--- src/rtl/imem_loader_if.sv ---
// ---------------------------------------------------------------------------
// imem_loader_if
//   Bundles the two buses that pass through the program loader.
//   - Byte stream in: byte_in / byte_valid from the host, byte_ready back.
//   - Instruction-memory write port out: imem_we / imem_waddr / imem_wdata.
//   Modports:
//     master : the environment (byte source and instruction memory).
//     slave  : the loader itself.
// ---------------------------------------------------------------------------
interface imem_loader_if #(
  parameter int ADDR_W = 6
) ();

  // Byte stream from the host.
  logic [7:0]        byte_in;
  logic              byte_valid;
  logic              byte_ready;

  // Synchronous write port of the instruction memory.
  logic              imem_we;
  logic [ADDR_W-1:0] imem_waddr;
  logic [31:0]       imem_wdata;

  modport master (
    output byte_in,
    output byte_valid,
    input  byte_ready,
    input  imem_we,
    input  imem_waddr,
    input  imem_wdata
  );

  modport slave (
    input  byte_in,
    input  byte_valid,
    output byte_ready,
    output imem_we,
    output imem_waddr,
    output imem_wdata
  );

endinterface

--- src/rtl/imem_loader.sv ---
// ---------------------------------------------------------------------------
// imem_loader
//   Write side of the single-cycle CPU's instruction store. A load request
//   latches a word count; the loader then takes a byte stream, packs every
//   four bytes big-endian into a 32-bit word and writes it at consecutive
//   word addresses starting from 0. Locations above the loaded image are
//   zero-filled so the memory never holds stale code. The CPU is held in
//   reset for the whole load and released only once the image is complete.
//
// Ports
//   clk        in   rising-edge clock
//   rst        in   asynchronous, active-high reset
//   start      in   one-cycle load request, honoured only in IDLE
//   load_len   in   words to load (1..DEPTH), sampled with start
//   bus        --   slave side of imem_loader_if (byte stream + imem write)
//   cpu_hold   out  CPU held in reset while a load is in progress
//   busy       out  loader is not idle
//   done       out  one-cycle pulse when the image is complete
//   err        out  one-cycle pulse after a rejected request
//   checksum   out  XOR of all bytes accepted by the current/last load
//
// All outputs are decoded from flops only; nothing combinational runs from
// an input to an output.
// ---------------------------------------------------------------------------
module imem_loader #(
  parameter int DEPTH  = 64,
  parameter int ADDR_W = 6
) (
  input  logic            clk,
  input  logic            rst,
  input  logic            start,
  input  logic [ADDR_W:0] load_len,
  imem_loader_if.slave    bus,
  output logic            cpu_hold,
  output logic            busy,
  output logic            done,
  output logic            err,
  output logic [7:0]      checksum
);

  localparam int LEN_W = ADDR_W + 1;

  localparam logic [ADDR_W:0]   DEPTH_LEN = LEN_W'(DEPTH);
  localparam logic [ADDR_W:0]   CNT_ONE   = LEN_W'(1);
  localparam logic [ADDR_W-1:0] ADDR_ONE  = ADDR_W'(1);
  localparam logic [ADDR_W-1:0] LAST_ADDR = ADDR_W'(DEPTH - 1);

  typedef enum logic [2:0] {
    S_IDLE  = 3'd0,
    S_RECV  = 3'd1,
    S_WRITE = 3'd2,
    S_CLEAR = 3'd3,
    S_DONE  = 3'd4
  } state_e;

  // A request is legal only for a non-empty image that fits in memory.
  function automatic logic len_ok(input logic [ADDR_W:0] len);
    return (len != {LEN_W{1'b0}}) && (len <= DEPTH_LEN);
  endfunction

  // Running XOR checksum over the accepted byte stream.
  function automatic logic [7:0] csum_next(input logic [7:0] csum,
                                           input logic [7:0] b);
    return csum ^ b;
  endfunction

  state_e            state_q,    state_d;
  logic [ADDR_W:0]   len_q,      len_d;
  logic [ADDR_W:0]   word_cnt_q, word_cnt_d;
  logic [ADDR_W-1:0] addr_q,     addr_d;
  logic [1:0]        byte_cnt_q, byte_cnt_d;
  logic [31:0]       shift_q,    shift_d;
  logic [7:0]        csum_q,     csum_d;
  logic              err_q,      err_d;

  logic              byte_take;
  logic [ADDR_W:0]   words_written;

  // State and datapath registers; async reset returns every output to idle.
  always_ff @(posedge clk or posedge rst) begin
    if (rst) begin
      state_q    <= S_IDLE;
      len_q      <= {LEN_W{1'b0}};
      word_cnt_q <= {LEN_W{1'b0}};
      addr_q     <= {ADDR_W{1'b0}};
      byte_cnt_q <= 2'd0;
      shift_q    <= 32'h0000_0000;
      csum_q     <= 8'h00;
      err_q      <= 1'b0;
    end else begin
      state_q    <= state_d;
      len_q      <= len_d;
      word_cnt_q <= word_cnt_d;
      addr_q     <= addr_d;
      byte_cnt_q <= byte_cnt_d;
      shift_q    <= shift_d;
      csum_q     <= csum_d;
      err_q      <= err_d;
    end
  end

  // Next-state and datapath update for the load sequence.
  always_comb begin
    state_d       = state_q;
    len_d         = len_q;
    word_cnt_d    = word_cnt_q;
    addr_d        = addr_q;
    byte_cnt_d    = byte_cnt_q;
    shift_d       = shift_q;
    csum_d        = csum_q;
    err_d         = 1'b0;
    byte_take     = (state_q == S_RECV) && bus.byte_valid;
    words_written = word_cnt_q + CNT_ONE;

    case (state_q)
      S_IDLE: begin
        if (start) begin
          if (len_ok(load_len)) begin
            state_d    = S_RECV;
            len_d      = load_len;
            word_cnt_d = {LEN_W{1'b0}};
            addr_d     = {ADDR_W{1'b0}};
            byte_cnt_d = 2'd0;
            csum_d     = 8'h00;
          end else begin
            err_d = 1'b1;
          end
        end else begin
          state_d = S_IDLE;
        end
      end

      S_RECV: begin
        if (byte_take) begin
          // Big-endian packing: the first byte ends up in [31:24].
          shift_d    = {shift_q[23:0], bus.byte_in};
          csum_d     = csum_next(csum_q, bus.byte_in);
          byte_cnt_d = byte_cnt_q + 2'd1;
          if (byte_cnt_q == 2'd3) begin
            state_d = S_WRITE;
          end else begin
            state_d = S_RECV;
          end
        end else begin
          state_d = S_RECV;
        end
      end

      S_WRITE: begin
        word_cnt_d = words_written;
        if (words_written < len_q) begin
          state_d = S_RECV;
          addr_d  = addr_q + ADDR_ONE;
        end else if (len_q == DEPTH_LEN) begin
          // Full image: the address stays at DEPTH-1 rather than wrapping.
          state_d = S_DONE;
        end else begin
          state_d = S_CLEAR;
          addr_d  = addr_q + ADDR_ONE;
        end
      end

      S_CLEAR: begin
        if (addr_q == LAST_ADDR) begin
          state_d = S_DONE;
        end else begin
          state_d = S_CLEAR;
          addr_d  = addr_q + ADDR_ONE;
        end
      end

      S_DONE: begin
        state_d = S_IDLE;
      end

      default: begin
        state_d = S_IDLE;
      end
    endcase
  end

  // Output decode from the registered state and datapath.
  always_comb begin
    bus.byte_ready = 1'b0;
    bus.imem_we    = 1'b0;
    bus.imem_waddr = addr_q;
    bus.imem_wdata = 32'h0000_0000;
    cpu_hold       = 1'b0;
    busy           = 1'b1;
    done           = 1'b0;
    err            = err_q;
    checksum       = csum_q;

    case (state_q)
      S_IDLE: begin
        busy = 1'b0;
      end
      S_RECV: begin
        bus.byte_ready = 1'b1;
        cpu_hold       = 1'b1;
      end
      S_WRITE: begin
        bus.imem_we    = 1'b1;
        bus.imem_wdata = shift_q;
        cpu_hold       = 1'b1;
      end
      S_CLEAR: begin
        // Zero-fill: the data bus keeps its default of zero.
        bus.imem_we = 1'b1;
        cpu_hold    = 1'b1;
      end
      S_DONE: begin
        done = 1'b1;
      end
      default: begin
        busy = 1'b0;
      end
    endcase
  end

endmodule

--- src/flat_wrapper.sv ---
// flat-port wrapper written by rule: the top's interface ports become plain ports
module imem_loader_flat 
#(
  parameter int DEPTH  = 64,
  parameter int ADDR_W = 6
)
  (clk, rst, start, load_len, cpu_hold, busy, done, err, checksum, bus_byte_in, bus_byte_valid, bus_byte_ready, bus_imem_we, bus_imem_waddr, bus_imem_wdata);
  imem_loader_if #(.ADDR_W(ADDR_W)) bus_i ();
  input  logic clk;
  input  logic rst;
  input  logic start;
  input  logic [ADDR_W:0] load_len;
  output logic cpu_hold;
  output logic busy;
  output logic done;
  output logic err;
  output logic [7:0] checksum;
  input wire logic [$bits(bus_i.byte_in)-1:0] bus_byte_in;
  input wire logic [$bits(bus_i.byte_valid)-1:0] bus_byte_valid;
  output wire logic [$bits(bus_i.byte_ready)-1:0] bus_byte_ready;
  output wire logic [$bits(bus_i.imem_we)-1:0] bus_imem_we;
  output wire logic [$bits(bus_i.imem_waddr)-1:0] bus_imem_waddr;
  output wire logic [$bits(bus_i.imem_wdata)-1:0] bus_imem_wdata;
  assign bus_i.byte_in = bus_byte_in;
  assign bus_i.byte_valid = bus_byte_valid;
  assign bus_byte_ready = bus_i.byte_ready;
  assign bus_imem_we = bus_i.imem_we;
  assign bus_imem_waddr = bus_i.imem_waddr;
  assign bus_imem_wdata = bus_i.imem_wdata;
  imem_loader #(.DEPTH(DEPTH), .ADDR_W(ADDR_W)) u_core (.clk(clk), .rst(rst), .start(start), .load_len(load_len), .bus(bus_i), .cpu_hold(cpu_hold), .busy(busy), .done(done), .err(err), .checksum(checksum));
endmodule
--- config.mk ---
export PLATFORM = sky130hd
export DESIGN_NAME = imem_loader_flat
export DESIGN_NICKNAME = d
export VERILOG_FILES = /design/src/rtl/imem_loader_if.sv /design/src/rtl/imem_loader.sv /design/src/flat_wrapper.sv
export SDC_FILE = /design/constraint.sdc
export NUM_CORES = 1
export LEC_CHECK = 0
export ABC_AREA = 1
export BUFFER_PORTS_ARGS = -buffer_cell sky130_fd_sc_hd__buf_2
export CORE_MARGIN = 2
export CORE_UTILIZATION = 55
export CTS_CLUSTER_SIZE = 16
export DETAILED_ROUTE_END_ITERATION = 16
export GPL_ROUTABILITY_DRIVEN = 0
export MAX_ROUTING_LAYER = met4
export PLACE_DENSITY = 0.84
export SYNTH_ARGS = -nofsm -noshare
export SYNTH_HDL_FRONTEND = slang
export SYNTH_SLANG_ARGS = --single-unit
--- constraint.sdc ---
create_clock -name clk -period 2.8 [get_ports clk]
set_input_delay 0.14 -clock clk [delete_from_list [all_inputs] [get_ports clk]]
set_output_delay 0.14 -clock clk [all_outputs]
set_load 0.05 [all_outputs]
==> metrics.md <==
| Metric | Value |
|---|---|
| Run status | `finished clean` |
| Flop2flop setup slack | `0.46 ns` |
| Routed len/inst | `12.4 um` |
| Slowest cell on the critical path | `dfrtp_1` |
| Max_slew headroom | `0.458` |
| Crit path capture type | `flop` |
| Row cnt | `29` |
| Number of DRC markers in iteration 0 | `167` |
| CTS root buf | `clkbuf_8` |
| Max cap viols | `0` |
| Hold WC Path Type | `primary input to flop` |
| Clock transition at path regs | `0.08 ns` |
| Worst vdd ir | `0.529 mV` |
| R2r startpoint | `u_core.word_cnt_q[0]` |
| CP max FO | `8` |
| Crit path DAT | `2.57 ns` |
| Mapped cell area | `3540 um2` |
| Leak Pwr | `2.18 nW` |
| Core area | `6280 um2` |
| Die area | `7090 um2` |
| Syn Nets | `460` |
| Hpwl dp | `5.20 mm` |
| Routed met1 length | `3.30 mm` |
| Max Slew Vio Count | `0` |
| Residual DRC | `0` |
| Hold Crit Start | `bus_byte_in[6]` |
| Share of cells above drive strength 1 | `0.256` |
| Detail Route Antenna Nets | `0` |
| CTS tree | `done` |
| Setup violations, final | `0` |
| Crit-path cells | `ha_1 > nand3_1 > nand3b_1 > xnor2_1 > ha_1 > nand2_1 > inv_1 > a21oi_1 > nand2_1 > nand2_4 > nand3_4 > nand2_1 > nand2_1` |
| Area Overhead vs Synth | `16.2%` |
| FILL cells | `526` |
| Post-CTS sizing | `0` |
| Final core occ | `0.655` |
| Met3 wire length | `310 um` |
| TritonRoute pass-1 iters | `4` |
| Wire length on met2 | `3.55 mm` |
| Crit-path leading delay family | `simple AND/OR/NAND/NOR gates` |
| Max Used Layer | `met4` |
| Post-CTS Hold Buffers | `1` |
| Max Buffers Root-to-Sink | `2` |
| Starting Density | `0.564` |
| Clk_skew | `0.0103 ns` |
| Die extent in x | `84.2 um` |
| Setup TNS | `0 ns` |
| Fin. Hold Viols | `0` |
| Worst-margin pin slew | `0.812 ns` |
| Vias per cell | `4.98` |
| Hold EP | `u_core.shift_q[6]` |
| Data required, critical path | `3.03 ns` |
| CP most frequent cell | `nand2_1` |
| F_max | `428 MHz` |
| FF-to-FF path depth | `13` |
| Routed WL | `7.23 mm` |
| Clk Latency, worst-skew pair | `0.35 ns` |
| RSZ-0062 raised after global routing | `false` |
| Dominant cell type by area after synthesis | `dfrtp_1` |
| Bufs and invs on worst path | `1` |
| Vias in the first global route | `2,640` |
| Setup bufs post-CTS | `0` |
| WHS | `0.0616 ns` |
| PortBufs | `70` |
| Post-synth cell types | `30` |
| H-Tree Level Count | `3` |
| # diodes | `0` |
| Synth warn | `0` |
| Min Tclk post-route | `2.34 ns` |
| Worst r2r dst | `u_core.bus.imem_waddr[2]` |
| Total GRT Usage | `0.221` |
| Nets | `531` |
| PD cells | `470 nW/um2` |
| Initial antenna violation count | `0` |
| Io pins | `71` |
| Vias | `2,912` |
| Mapped Avg Cell Area | `8.19 um2` |
| Crit Path Class | `flop to flop` |
| Synth Register Bits | `66` |
| First-pass GRT wire length | `12.3 mm` |
| Top cell type's share of synthesized area | `0.467` |
| Largest net degree at the start of global routing | `65` |
| TritonCTS buffer count | `9` |
| Top post-synthesis cells by area | `dfrtp_1, nand2_1, inv_1, nor2_1, o21ai_1` |
| Post-synthesis sequential area ratio | `0.467` |
| Die H | `84.2 um` |
| CP max stage delay | `0.41 ns` |
| Worst Hold Path Cells | `3` |
| CTS Sinks | `66` |
| Cells after Synth | `432` |
| Global-route congestion overflow total | `0` |
| Critical path startpoint category | `flop` |
| Fin crit share | `0.835` |
[metal layers]
metal,global-route usage,up-vias
met3,0.0501,5
met5,-,-
met1,0.289,1368
li1,-,1478
met4,0.0806,0
met2,0.341,61
[placed cells by master, fill, tap and decap left out, types with 4 or more instances in the layout]
cell        n
a21oi_2     8
clkbuf_8   10
inv_1      59
ha_1        9
dfrtp_1    66
inv_2       4
nand4_1     6
nand3_1     9
nand2_2     5
buf_4       4
o21ai_2    11
nor2_1     56
xor2_1     12
a21oi_1     6
o21ai_1    31
nand2_1   114
buf_2      70
[layout make-up]
cell class	instances	area, um2	area share
multi-input cells	287	1510	0.366
well taps	77	96.3	0.0234
repair buffers	75	390	0.0949
inverters	64	243	0.0590
clock inverters	6	90.1	0.0219
flip-flops and latches	66	1650	0.401
clock buffers	10	138	0.0335
[report_power, final]
group	leakage (nW)	switching, mW	total, mW	internal (mW)
combinational	1.26	0.0473	0.0730	0.0257
sequential	0.810	0.00451	0.963	0.958
clock	0.112	0.370	0.897	0.527
[worst reg2reg max path, stage by stage (launching register included)]
cell and delay [ns]:
dfrtp_1 0.41, ha_1 0.20, nand3_1 0.13, nand3b_1 0.20, xnor2_1 0.22, ha_1 0.28
nand2_1 0.09, inv_1 0.04, a21oi_1 0.14, nand2_1 0.14, nand2_4 0.14, nand3_4 0.11
nand2_1 0.07, nand2_1 0.05
[stage by stage]
| stage | cell area, um2 | power (mW) | instances | setup WS [ns] |
|---|---|---|---|---|
| after CTS | 4110 | 1.95 | 585 | 0.422 |
| after detailed placement | 3880 | 1.05 | 568 | 0.493 |
| after floorplan | 3540 | 1.02 | 432 | 0.698 |
| final | 4110 | 1.93 | 585 | 0.462 |
| after global routing | 4110 | 2.00 | 585 | 0.212 |
| after global placement | 3880 | 1.05 | 568 | 0.646 |
[synth_stat cells]
master and number:
nor3_1 2, nand2_1 114, nor3_2 2, dfrtp_1 66, nand3b_1 2, a31oi_1 1, or2_2 1, nor2_4 2
xnor2_1 2, inv_1 60, nand4_1 6, buf_6 10, xor2_1 12, nand2_2 5, o21ai_2 11, o21ai_1 31
inv_4 1, o21ai_0 2, a21oi_1 6, ha_1 9, nand3_1 9, nor3_4 1, nand3_2 2, nand2_4 2
buf_4 1, inv_2 3, a21oi_2 8, nor2_1 56, buf_2 4, nand3_4 1
[how the worst max path moves through the flow]
stage                               startpoint                        to  slack [ns]  depth (start not counted)
after floorplan              u_core.state_q[2]        bus_imem_wdata[10]        0.70                          5
after global placement    u_core.word_cnt_q[0]  u_core.bus.imem_waddr[3]        0.65                         13
after detailed placement  u_core.word_cnt_q[0]  u_core.bus.imem_waddr[2]        0.49                         13
after CTS                    u_core.state_q[2]         bus_imem_wdata[7]        0.42                          4
after global routing      u_core.word_cnt_q[0]  u_core.bus.imem_waddr[4]        0.21                         13
final                     u_core.word_cnt_q[0]  u_core.bus.imem_waddr[2]        0.46                         13
[state kept, by name, indices dropped and copies added (netlist names)]
name,cells
u_core.shift_q,32
u_core.checksum,8
u_core.len_q,7
u_core.word_cnt_q,7
u_core.bus.imem_waddr,6
u_core.state_q,3
u_core.byte_cnt_q,2
u_core.err,1
[kinds of logic (layout without fill, tap and decap cells)]
| group | after synthesis | after routing | share of synthesized area |
|---|---|---|---|
| DFF | 66 | 66 | 0.467 |
| and+or+nand+nor | 205 | 205 | 0.255 |
| adders and majority gates | 9 | 9 | 0.0318 |
| buffers and inverters | 79 | 155 | 0.108 |
| xor gates and xnor gates | 14 | 14 | 0.0346 |
| AOI/OAI and AO/OA | 59 | 59 | 0.104 |
(Power assumes the default switching activity.)
